--- src/rtl/demux_1x4_stream.sv ---
// demux_1x4_stream: 1-to-4 valid/ready stream demux with one registered output slot per port.
// Optional per-port handshake counters are enabled by defining DEMUX_STATS_EN.
module demux_1x4_stream #(
    parameter int WIDTH = 4
) (
    input  logic             clk,
    input  logic             rst_n,
    input  logic [WIDTH-1:0] din,
    input  logic             din_valid,
    output logic             din_ready,
    input  logic             S1,
    input  logic             S0,
    output logic [WIDTH-1:0] A,
    output logic [WIDTH-1:0] B,
    output logic [WIDTH-1:0] C,
    output logic [WIDTH-1:0] D,
    output logic             A_valid,
    output logic             B_valid,
    output logic             C_valid,
    output logic             D_valid,
    input  logic             A_ready,
    input  logic             B_ready,
    input  logic             C_ready,
    input  logic             D_ready
`ifdef DEMUX_STATS_EN
    ,
    output logic [7:0]       CNT_A,
    output logic [7:0]       CNT_B,
    output logic [7:0]       CNT_C,
    output logic [7:0]       CNT_D
`endif
);
    localparam logic [0:0] EMPTY = 1'b0;
    localparam logic [0:0] FULL  = 1'b1;

    logic [0:0]       r_state [4];
    logic [WIDTH-1:0] r_data  [4];
    logic [1:0]       w_sel;
    logic [3:0]       w_rdy;
    logic [3:0]       w_valid;
    logic [3:0]       w_load;

    // Port index: A=0, B=1, C=2, D=3, so S0 is the high bit of the index.
    assign w_sel = {S0, S1};
    assign w_rdy = {D_ready, C_ready, B_ready, A_ready};

    // Decode per-port occupancy from the FSM state.
    always_comb begin
        w_valid = '0;
        for (int i = 0; i < 4; i++) w_valid[i] = (r_state[i] == FULL);
    end

    // Accept when the selected slot is empty or is draining this cycle.
    assign din_ready = !w_valid[w_sel] || w_rdy[w_sel];

    // One-hot load strobe for the slot receiving the current transfer.
    always_comb begin
        w_load = '0;
        w_load[w_sel] = din_valid && din_ready;
    end

    // Slot FSMs: a load wins over a drain, giving one word per cycle pass-through.
    always_ff @(posedge clk or negedge rst_n) begin
        if (!rst_n) begin
            for (int i = 0; i < 4; i++) begin
                r_state[i] <= EMPTY;
                r_data[i]  <= '0;
            end
        end else begin
            for (int i = 0; i < 4; i++) begin
                if (w_load[i]) begin
                    r_state[i] <= FULL;
                    r_data[i]  <= din;
                end else if (w_rdy[i]) begin
                    r_state[i] <= EMPTY;
                end
            end
        end
    end

    assign A = r_data[0];
    assign B = r_data[1];
    assign C = r_data[2];
    assign D = r_data[3];
    assign A_valid = w_valid[0];
    assign B_valid = w_valid[1];
    assign C_valid = w_valid[2];
    assign D_valid = w_valid[3];

`ifdef DEMUX_STATS_EN
    logic [7:0] r_cnt [4];

    // Saturating count of completed output handshakes per port.
    always_ff @(posedge clk or negedge rst_n) begin
        if (!rst_n) begin
            for (int i = 0; i < 4; i++) r_cnt[i] <= '0;
        end else begin
            for (int i = 0; i < 4; i++)
                if (w_valid[i] && w_rdy[i] && r_cnt[i] != 8'hFF) r_cnt[i] <= r_cnt[i] + 8'd1;
        end
    end

    assign CNT_A = r_cnt[0];
    assign CNT_B = r_cnt[1];
    assign CNT_C = r_cnt[2];
    assign CNT_D = r_cnt[3];
`endif
endmodule

--- config.mk ---
export PLATFORM = sky130hd
export DESIGN_NAME = demux_1x4_stream
export DESIGN_NICKNAME = d
export VERILOG_FILES = /design/src/rtl/demux_1x4_stream.sv
export SDC_FILE = /design/constraint.sdc
export NUM_CORES = 1
export LEC_CHECK = 0
export BUFFER_PORTS_ARGS = -buffer_cell sky130_fd_sc_hd__buf_2
export CAP_MARGIN = 20
export CORE_UTILIZATION = 48
export CTS_BUF_LIST = sky130_fd_sc_hd__clkbuf_4
export CTS_CLUSTER_SIZE = 40
export DETAILED_ROUTE_END_ITERATION = 12
export GPL_TIMING_DRIVEN = 0
export PLACE_DENSITY_LB_ADDON = 0.25
export SLEW_MARGIN = 10
export SYNTH_ARGS = -nofsm -noshare
export SYNTH_HDL_FRONTEND = slang
export SYNTH_SLANG_ARGS = --single-unit
--- constraint.sdc ---
create_clock -name clk -period 1.5 [get_ports clk]
set_input_delay 0.3 -clock clk [delete_from_list [all_inputs] [get_ports clk]]
set_output_delay 0.3 -clock clk [all_outputs]
set_load 0.02 [all_outputs]
Yosys cells after proc, flatten, opt, wreduce, memory -nomap -nowiden
Cells that the tools add are included.

Output and inout port bits: 21. Word-level logic and storage cells: 33. Input bits: 13. Flip-flop bits (word level): 20.

Multiplexer cells: 14. $lt $le $gt $ge: 2. Bitwise gates (word level): 1. Reduce and logical (&&, ||, !) cells: 8.

Operators with widths (count): $mux 1 (11); $reduce_bool 2->1 (4); $and 4x4->4 (1); $bmux 1 s2 (2); $lt 2x3->1 const B (1); $demux 1 s2 (1); $ge 2x1->1 const B (1); $logic_and 1x1->1 (2); $logic_not 1->1 (1); $logic_or 1x1->1 (1).

Longest topological paths before layout
Gate-level depths: netlist of run 1.

Depth in word-level cells: 7. Gate-level depth with buffers: 4. Gate-level depth less buffers: 3.

Worst setup path after synthesis of run 1
OpenSTA, ideal clock, no wires.

Kind: register to output. Start point: reg r_state (netlist bit D_valid). End point: out din_ready. Path buffers: 0. Stages on the path, launching flop included: 3. Arrival time: 1.073 ns. Setup slack: 0.127 ns. Required time: 1.200 ns. Cells stage by stage: dfrtp_1 nand2b_1 mux4_2.

Cells in the longest elaborated chain, start to end: 4.

RTL lines: start: declaration (line 36) `logic [0:0] r_state [4];`; start signal: indexed assignment (line 66) `r_state[i] <= EMPTY;`; start signal: indexed assignment (line 72) `r_state[i] <= FULL;`; start signal: indexed assignment (line 75) `r_state[i] <= EMPTY;`; $bmux 1 s2 (line 54) `assign din_ready = !w_valid[w_sel] || w_rdy[w_sel];`; $mux 1 (implied by the code) (line 54); $logic_not 1->1 (line 54); $logic_or 1x1->1 (line 54); end: declaration (line 10) `output logic din_ready,`.

Every way passes these cells. The select of a mux whose other input is x is not followed.

Worst setup path after layout of run 1
Start point: reg r_state (netlist bit A_valid). End point: out din_ready.

Same word-level chain as after synthesis.

==> results of run 1 <==
layer usage:
layer | up-vias | wire (um)
met5 | - | 0
met4 | 0 | 9
met3 | 2 | 85
met2 | 18 | 719
met1 | 264 | 663
li1 | 266 | -
kinds of logic (layout without fill, tap and decap cells):
logic type | Yosys count | after routing | synth area share [%]
DFF | 20 | 20 | 62.3
muxes | 17 | 17 | 25.2
and+or+nand+nor | 15 | 15 | 11.2
AOI/OAI and AO/OA | 1 | 1 | 0.622
buffers and inverters | 1 | 40 | 0.622
state kept, by name, summed over array words and instances (netlist names):
signal,count
A,4
B,4
C,4
D,4
A_valid,1
B_valid,1
C_valid,1
D_valid,1
worst max-delay path, stage by stage, from the launching register on:
cell and delay [ns]:
dfrtp_1 0.35, nand2b_1 0.09, mux4_2 0.48, buf_6 0.15
report_power, final:
group,switching [mW],total (mW),internal (mW)
clock,0.151,0.248,0.0966
sequential,0.0443,0.682,0.638
combinational,0.226,0.394,0.168
Yosys cell counts:
| library cell | instances |
|---|---|
| nand3_1 | 1 |
| buf_2 | 1 |
| mux2_2 | 16 |
| nand2_1 | 5 |
| nor3b_2 | 1 |
| and3_1 | 1 |
| nand3b_1 | 1 |
| dfrtp_1 | 20 |
| o21ai_0 | 1 |
| nor2b_1 | 1 |
| nand2b_1 | 4 |
| nor2b_2 | 1 |
| mux4_2 | 1 |
timing repair:
action,4_1_cts,5_1_grt
setup buffers,1,0
hold buffers,1,0
hold endpoints to repair,20,0
gates resized for setup,2,0
setup endpoints to repair,1,1
layout make-up:
class	instances	area, um^2
Clock buffer	3	22.5
Timing Repair Buffer	35	189
Fill cell	117	503
Sequential cell	20	500
Multi-Input combinational cell	33	298
Buffer	1	5.00
Tap cell	16	20.0
Clock inverter	1	3.75
worst paths after layout:
path,slack (ns),to,depth (start not counted),startpoint
setup / recovery,-0.16,din_ready,3,A_valid
hold / removal,0.28,C[3],2,din[3]
setup reg to reg,0.16,B[0],3,B_valid
hold reg to reg,0.51,D[1],1,D[1]
max in group asynchronous,0.71,D[2],2,rst_n
min in group asynchronous,0.48,A_valid,2,rst_n
==> flow_summary.toml, run 1 <==
[run_status]
status = "complete, but fails checks"
violations = "setup timing"

[cells_and_area]
mostFrequentLayoutCell = "buf_2"
mostFrequentLayoutCells = "33 x buf_2, 20 x dfrtp_1, 16 x mux2_2"
final_layout_size_suffix_gt1_share_pct = 61.3
instances_no_fill = 109
final_cell_area_mm2 = 0.00104
fin_util_pct = 67.4
final_nets = 107
diodes = 0
areaGrowthSynthToFinish_pct = 29.3

[placement]
dp_slack_ns = -0.00415
place_inst = 103
portBuffers = 33
gp_congestion = 0.780
dp_hpwl_um = 1090
post_dp_cell_area_um2 = 988

[timing]
min_period_over_period_pct = 110
tightest_slew_ns = 0.442
max-slew-margin-rel_pct = 70.5
skew_ns = 0.00126
maxSlewViolCount = 0
min_period_ns = 1.66
rsz0062_at_grt = "true"
max_freq_mhz = 604
final.setup.worst_slack_ns = -0.156
setup_tns_ns = -0.156
finalSetupViolCount = 1
hold_viol_final = 0
hold_ws_ns = 0.283

[setup_path]
crit_type = "reg -> out"
endpoint_kind = "output port"
path_max_fanout = 3
arrival_ns = 1.36
crit_path_start_kind = "register"
required_ns = 1.20

[synthesis]
netlist_top_cells_area = "dfrtp_1 62%, mux2_2 22%, nand2b_1 3.1%"
synth_top_area_share_pct = 62.3
ys_warn_count = 0
netlist_area_um2 = 803
syn-instance-count = 54
synth.avg_cell_area_um2 = 14.9
ys_seq_area_share_pct = 62.3
synth_seq_cells = 20
yosysTopAreaCell = "dfrtp_1"
synth.distinct_cells = 13
syn_nets = 67

[floorplan]
dieHeight_um = 42.9
start_util_pct = 52.1
core_area_mm2 = 0.00154
die_area_mm2 = 0.00184
io_pins = 34
fp.dieW_um = 42.9
core.rowCount = 14

[worst_hold_path]
hp-class = "in -> reg"

[cts]
cts_buffers = 3
cts.htree.levels = 1
cts_tree = "done"
insertion_delay_ns = 0.29
clkTransAtPathRegs_ns = 0.11
cts.path.max_buffers = 2
numClockSinks = 20
root_buffer = "clkbuf_4"

[grt]
grt_pass1_wl_um = 2370
grt_pass1_vias = 558
overflow = 0
gr-usage-met2_pct = 25.8
use_met3_pct = 3.83
grt_busiest_layer = "met2"
met1_usage_pct = 24.2
grt_max_degree = 21
grt_usage_pct = 17.6
antenna_found_initial = 0

[drt]
ant_nets = 0
drc_errors = 0
vias_per_cell = 5.05
first_iter_violations = 9
wirelength_um = 1480
drt_pass1_iterations = 2
vias = 550
wire_per_inst_um = 13.6

[pwr]
peakVddDrop_mv = 0.783
power_mw = 1.32
leakage_nw = 0.523
power_per_cell_area_mw_per_mm2 = 1270

[job]
drv_cap = 0
No activity file was read; power rests on OpenSTA's default activity.
==> inputs of run 2 (changes only) <==
--- a/config.mk
+++ b/config.mk
@@ -7,8 +7,9 @@
 export LEC_CHECK = 0
 export BUFFER_PORTS_ARGS = -buffer_cell sky130_fd_sc_hd__buf_2
 export CAP_MARGIN = 20
+export CORE_MARGIN = 4
 export CORE_UTILIZATION = 48
-export CTS_BUF_LIST = sky130_fd_sc_hd__clkbuf_4
+export CTS_BUF_LIST = sky130_fd_sc_hd__clkbuf_8
 export CTS_CLUSTER_SIZE = 40
 export DETAILED_ROUTE_END_ITERATION = 12
 export GPL_TIMING_DRIVEN = 0
==> flow_summary.toml, run 2 (synthesis results as in run 1) <==
[cells_and_area]
mostFrequentLayoutCell = "buf_2"
instances_no_fill = 111
fin_util_pct = 71.7
diodes = 0
final_nets = 109
mostFrequentLayoutCells = "33 x buf_2, 20 x dfrtp_1, 16 x mux2_2"
final_layout_size_suffix_gt1_share_pct = 63.2
areaGrowthSynthToFinish_pct = 37.5

[cts]
cts_tree = "done"
numClockSinks = 20
cts_buffers = 3
clkTransAtPathRegs_ns = 0.08
cts.htree.levels = 1
root_buffer = "clkbuf_8"
insertion_delay_ns = 0.26
cts.path.max_buffers = 2

[drt]
vias = 569
vias_per_cell = 5.13
ant_nets = 0
wirelength_um = 1710
drc_errors = 0
first_iter_violations = 3
drt_pass1_iterations = 3
wire_per_inst_um = 15.4

[setup_path]
rr_startpoint = "B_valid"
endpoint_kind = "output port"
r2r_end = "B[2]"
path_cells = "nand2b_1, mux4_2, buf_6"
arrival_ns = 1.33
crit_slowest_cell = "mux4_2"
path_max_fanout = 3
crit_type = "reg -> out"
crit_path_start_kind = "register"
worst_path_largest_cell_delay_ns = 0.49
required_ns = 1.20
reg2reg_depth = 4
ff2ff_setup_slack_ns = 0.10

[grt]
grt_pass1_wl_um = 2950
antenna_found_initial = 0
grt_max_degree = 21
overflow = 0
grt_pass1_vias = 655
grt_usage_pct = 16.2

[pwr]
seqPwrFrac_pct = 42.4
p_clk_share_pct = 32.6
power_per_cell_area_mw_per_mm2 = 1470
leakage_nw = 0.553
netSwitchingPower_uw = 455
p_int_mw = 1.17
combPwrFrac_pct = 25.0
peakVddDrop_mv = 1.28
sw_frac_of_total_pct = 28.0

[floorplan]
core.rowCount = 14
core_area_mm2 = 0.00154
die_area_mm2 = 0.00239
start_util_pct = 52.1
dieHeight_um = 48.9
fp.dieW_um = 48.9
io_pins = 34

[run_status]
status = "complete, but fails checks"
violations = "setup timing"

[job]
drv_cap = 0

[timing]
skew_ns = 0.00932
tightest_slew_ns = 0.443
max_freq_mhz = 615
finalSetupViolCount = 1
min_period_ns = 1.63
maxSlewViolCount = 0
max-slew-margin-rel_pct = 70.4
hold_viol_final = 0
final.setup.worst_slack_ns = -0.126
min_period_over_period_pct = 108
rsz0062_at_grt = "true"

[placement]
portBuffers = 33
dp_hpwl_um = 1300
gp_congestion = 0.710
place_inst = 103

[worst_hold_path]
hp-class = "in -> reg"
whs_path_depth = 2
hold_end = "B[0]"
hold_start = "din[0]"
run 2: cell count changes in the layout (fill, tap and decap cells not counted), sizes merged:
cell    change
bufinv      +1
buf         +2
clkinv      -1
run 2: layer usage:
layer / track usage [%] / part of all wire, %
met5: 0 / 0
met3: 3.67 / 6.9
met4: 11.7 / 2.3
met2: 27.4 / 53
met1: 17.5 / 38
run 2: power by group through the flow:
stage	logic, mW	clock network (mW)	registers (mW)
6_report	0.406	0.529	0.687
5_1_grt	0.438	0.565	0.699
2_1_floorplan	0.111	0	0.822
3_5_place_dp	0.398	0	0.697
4_1_cts	0.409	0.542	0.688
3_3_place_gp	0.387	0	0.690
run 2: what timing repair did:
item                                    CTS  global route
endpoints found under the setup margin    1             1
pin swaps                                 0             0
hold buffers                              1             0
gates resized for setup                   2             1
buffers inserted                          2             1
hold endpoints to repair                 20             0
run 2: final cells by class:
class                      count  area (um^2)
buffer                         1         5.00
clock buffer                   3         41.3
clock inverter                 1         30.0
fill                         120          437
multi-input combinational     33          304
sequential                    20          500
tap                           16         20.0
timing repair buffer          37          204
run 2: critical path, delay by kind of cell (launching register included):
family | cells | cell delay, ns
multiplexers | 1 | 0.49
flip-flops | 1 | 0.35
buffers and inverters | 1 | 0.15
AND/OR/NAND/NOR | 1 | 0.09
run 2: per-stage QoR:
stage / worst slack (ns) / power (mW) / TNS (ns) / hold WS [ns] / area (um^2)
after floorplan: 0.127 / 0.932 / 0 / 0.00441 / 803
after global placement: 0.0179 / 1.08 / 0 / 0.260 / 988
after CTS: -0.140 / 1.64 / -0.140 / 0.305 / 1090
after global routing: -0.194 / 1.70 / -0.194 / 0.310 / 1100
after detailed placement: -0.0214 / 1.10 / -0.0214 / 0.262 / 988
final: -0.126 / 1.62 / -0.126 / 0.310 / 1100
run 2: worst max path at each step:
stage / start / end / slack (ns) / cells past startpoint
after floorplan: D_valid / din_ready / 0.13 / 2
after global placement: A_ready / din_ready / 0.02 / 4
after CTS: A_valid / din_ready / -0.14 / 3
after global routing: A_valid / din_ready / -0.19 / 3
after detailed placement: A_ready / din_ready / -0.02 / 4
final: D_valid / din_ready / -0.13 / 3
==> inputs of run 3 (changes only) <==
--- a/config.mk
+++ b/config.mk
@@ -5,7 +5,7 @@
 export SDC_FILE = /design/constraint.sdc
 export NUM_CORES = 1
 export LEC_CHECK = 0
-export BUFFER_PORTS_ARGS = -buffer_cell sky130_fd_sc_hd__buf_2
+export BUFFER_PORTS_ARGS = -buffer_cell sky130_fd_sc_hd__clkbuf_2
 export CAP_MARGIN = 20
 export CORE_MARGIN = 4
 export CORE_UTILIZATION = 48
==> flow_summary.toml, run 3 (synthesis results as in run 1) <==
[run_status]
status = "complete, but fails checks"
violations = "setup timing"

[setup_path]
crit_type = "reg -> out"
crit_path_start_kind = "register"
rr_startpoint = "B_valid"
arrival_ns = 1.34
r2r_end = "B[1]"
endpoint_kind = "output port"
reg2reg_depth = 3
path_max_fanout = 3
required_ns = 1.20
ff2ff_setup_slack_ns = 0.13

[grt]
grt_pass1_wl_um = 2950
grt_usage_pct = 15.9
grt_max_degree = 21
antenna_found_initial = 0
grt_pass1_vias = 639
overflow = 0

[cts]
insertion_delay_ns = 0.26
root_buffer = "clkbuf_8"
clkTransAtPathRegs_ns = 0.08
cts_tree = "done"
cts_buffers = 3
cts.path.max_buffers = 2
cts_setup_buffers = 0
cts.htree.levels = 1
numClockSinks = 20

[pwr]
peakVddDrop_mv = 1.26
sw_frac_of_total_pct = 28.3
leakage_nw = 0.542
combPwrFrac_pct = 24.3
p_int_mw = 1.16
netSwitchingPower_uw = 457
power_mw = 1.62
seqPwrFrac_pct = 42.7
p_clk_share_pct = 33.0
power_per_cell_area_mw_per_mm2 = 1500

[cells_and_area]
areaGrowthSynthToFinish_pct = 34.0
multi_input_area_um2 = 298
fillCellCount = 117
seqCellArea_um2 = 500
final_layout_size_suffix_gt1_share_pct = 62.0
mostFrequentLayoutCell = "clkbuf_2"
final_nets = 106
final_cell_area_mm2 = 0.00108
diodes = 0
mostFrequentLayoutCells = "32 x clkbuf_2, 20 x dfrtp_1, 16 x mux2_2"

[floorplan]
core_area_mm2 = 0.00154
die_area_mm2 = 0.00239
core.rowCount = 14
io_pins = 34
dieHeight_um = 48.9
start_util_pct = 52.1
fp.dieW_um = 48.9

[timing]
tightest_slew_ns = 0.485
min_period_ns = 1.64
skew_ns = 0.0116
rsz0062_at_grt = "true"
min_period_over_period_pct = 110
final.setup.worst_slack_ns = -0.143
max_freq_mhz = 609
hold_viol_final = 0
max-slew-margin-rel_pct = 67.7
finalSetupViolCount = 1
maxSlewViolCount = 0

[drt]
drc_errors = 0
drt_pass1_iterations = 2
ant_nets = 0
vias_per_cell = 5.10
wire_per_inst_um = 15.3
first_iter_violations = 3
vias = 551
wirelength_um = 1660

[placement]
dp_hpwl_um = 1290
gp_congestion = 0.690
portBuffers = 33
post_dp_cell_area_um2 = 988

[worst_hold_path]
whs_path_depth = 2
hold_end = "A[1]"
hold_start = "din[1]"
hp-class = "in -> reg"

[job]
drv_cap = 0
[run 3: repair_timing]
action	4_1_cts	5_1_grt
hold buffers	1	0
gates resized for setup	0	3
endpoints found under the setup margin	1	1
endpoints found under the hold margin	12	0
pin swaps	0	0
[run 3: power by group through the flow]
| stage | registers (mW) | logic, mW | clock network (mW) |
|---|---|---|---|
| 5_1_grt | 0.704 | 0.424 | 0.565 |
| 4_1_cts | 0.691 | 0.398 | 0.543 |
| 3_5_place_dp | 0.701 | 0.394 | 0 |
| 3_3_place_gp | 0.694 | 0.385 | 0 |
| 2_1_floorplan | 0.822 | 0.111 | 0 |
| 6_report | 0.690 | 0.393 | 0.533 |
[run 3: routing by layer]
metal,wire (um),part of all wire [%],global-route usage (%)
met1,680,41,18.3
met2,861,52,26.7
met3,106,6.4,3.36
met4,9,0.54,9.42
met5,0,0,0
[run 3: layout make-up]
cell class / count / area share, %
Buffer: 1 / 0.465
Clock inverter: 1 / 2.79
Sequential cell: 20 / 46.5
Multi-Input combinational cell: 33 / 27.7
Timing Repair Buffer: 34 / 16.9
Tap cell: 16 / 1.86
Clock buffer: 3 / 3.84
[run 3: how the worst max path moves through the flow]
stage / from / to / slack, ns
after floorplan: D_valid / din_ready / 0.13
after global placement: A_ready / din_ready / 0.04
after detailed placement: A_ready / din_ready / 0.006
after CTS: A_valid / din_ready / -0.17
after global routing: A_valid / din_ready / -0.22
final: A_valid / din_ready / -0.14
[run 3: critical path, stage by stage (launching register included)]
cell	delay [ns]
dfrtp_1	0.35
nand2b_1	0.10
mux4_2	0.48
buf_6	0.15
[run 3: through the flow]
step	setup slack (ns)	std cells	util (%)	hold slack (ns)	TNS [ns]
after floorplan	0.127	54	-	0.00441	0
after global placement	0.0351	103	64.1	0.276	0
after detailed placement	0.00624	103	64.1	0.278	0
after CTS	-0.171	108	69.4	0.310	-0.171
after global routing	-0.219	108	69.8	0.320	-0.219
final	-0.143	108	69.8	0.312	-0.143
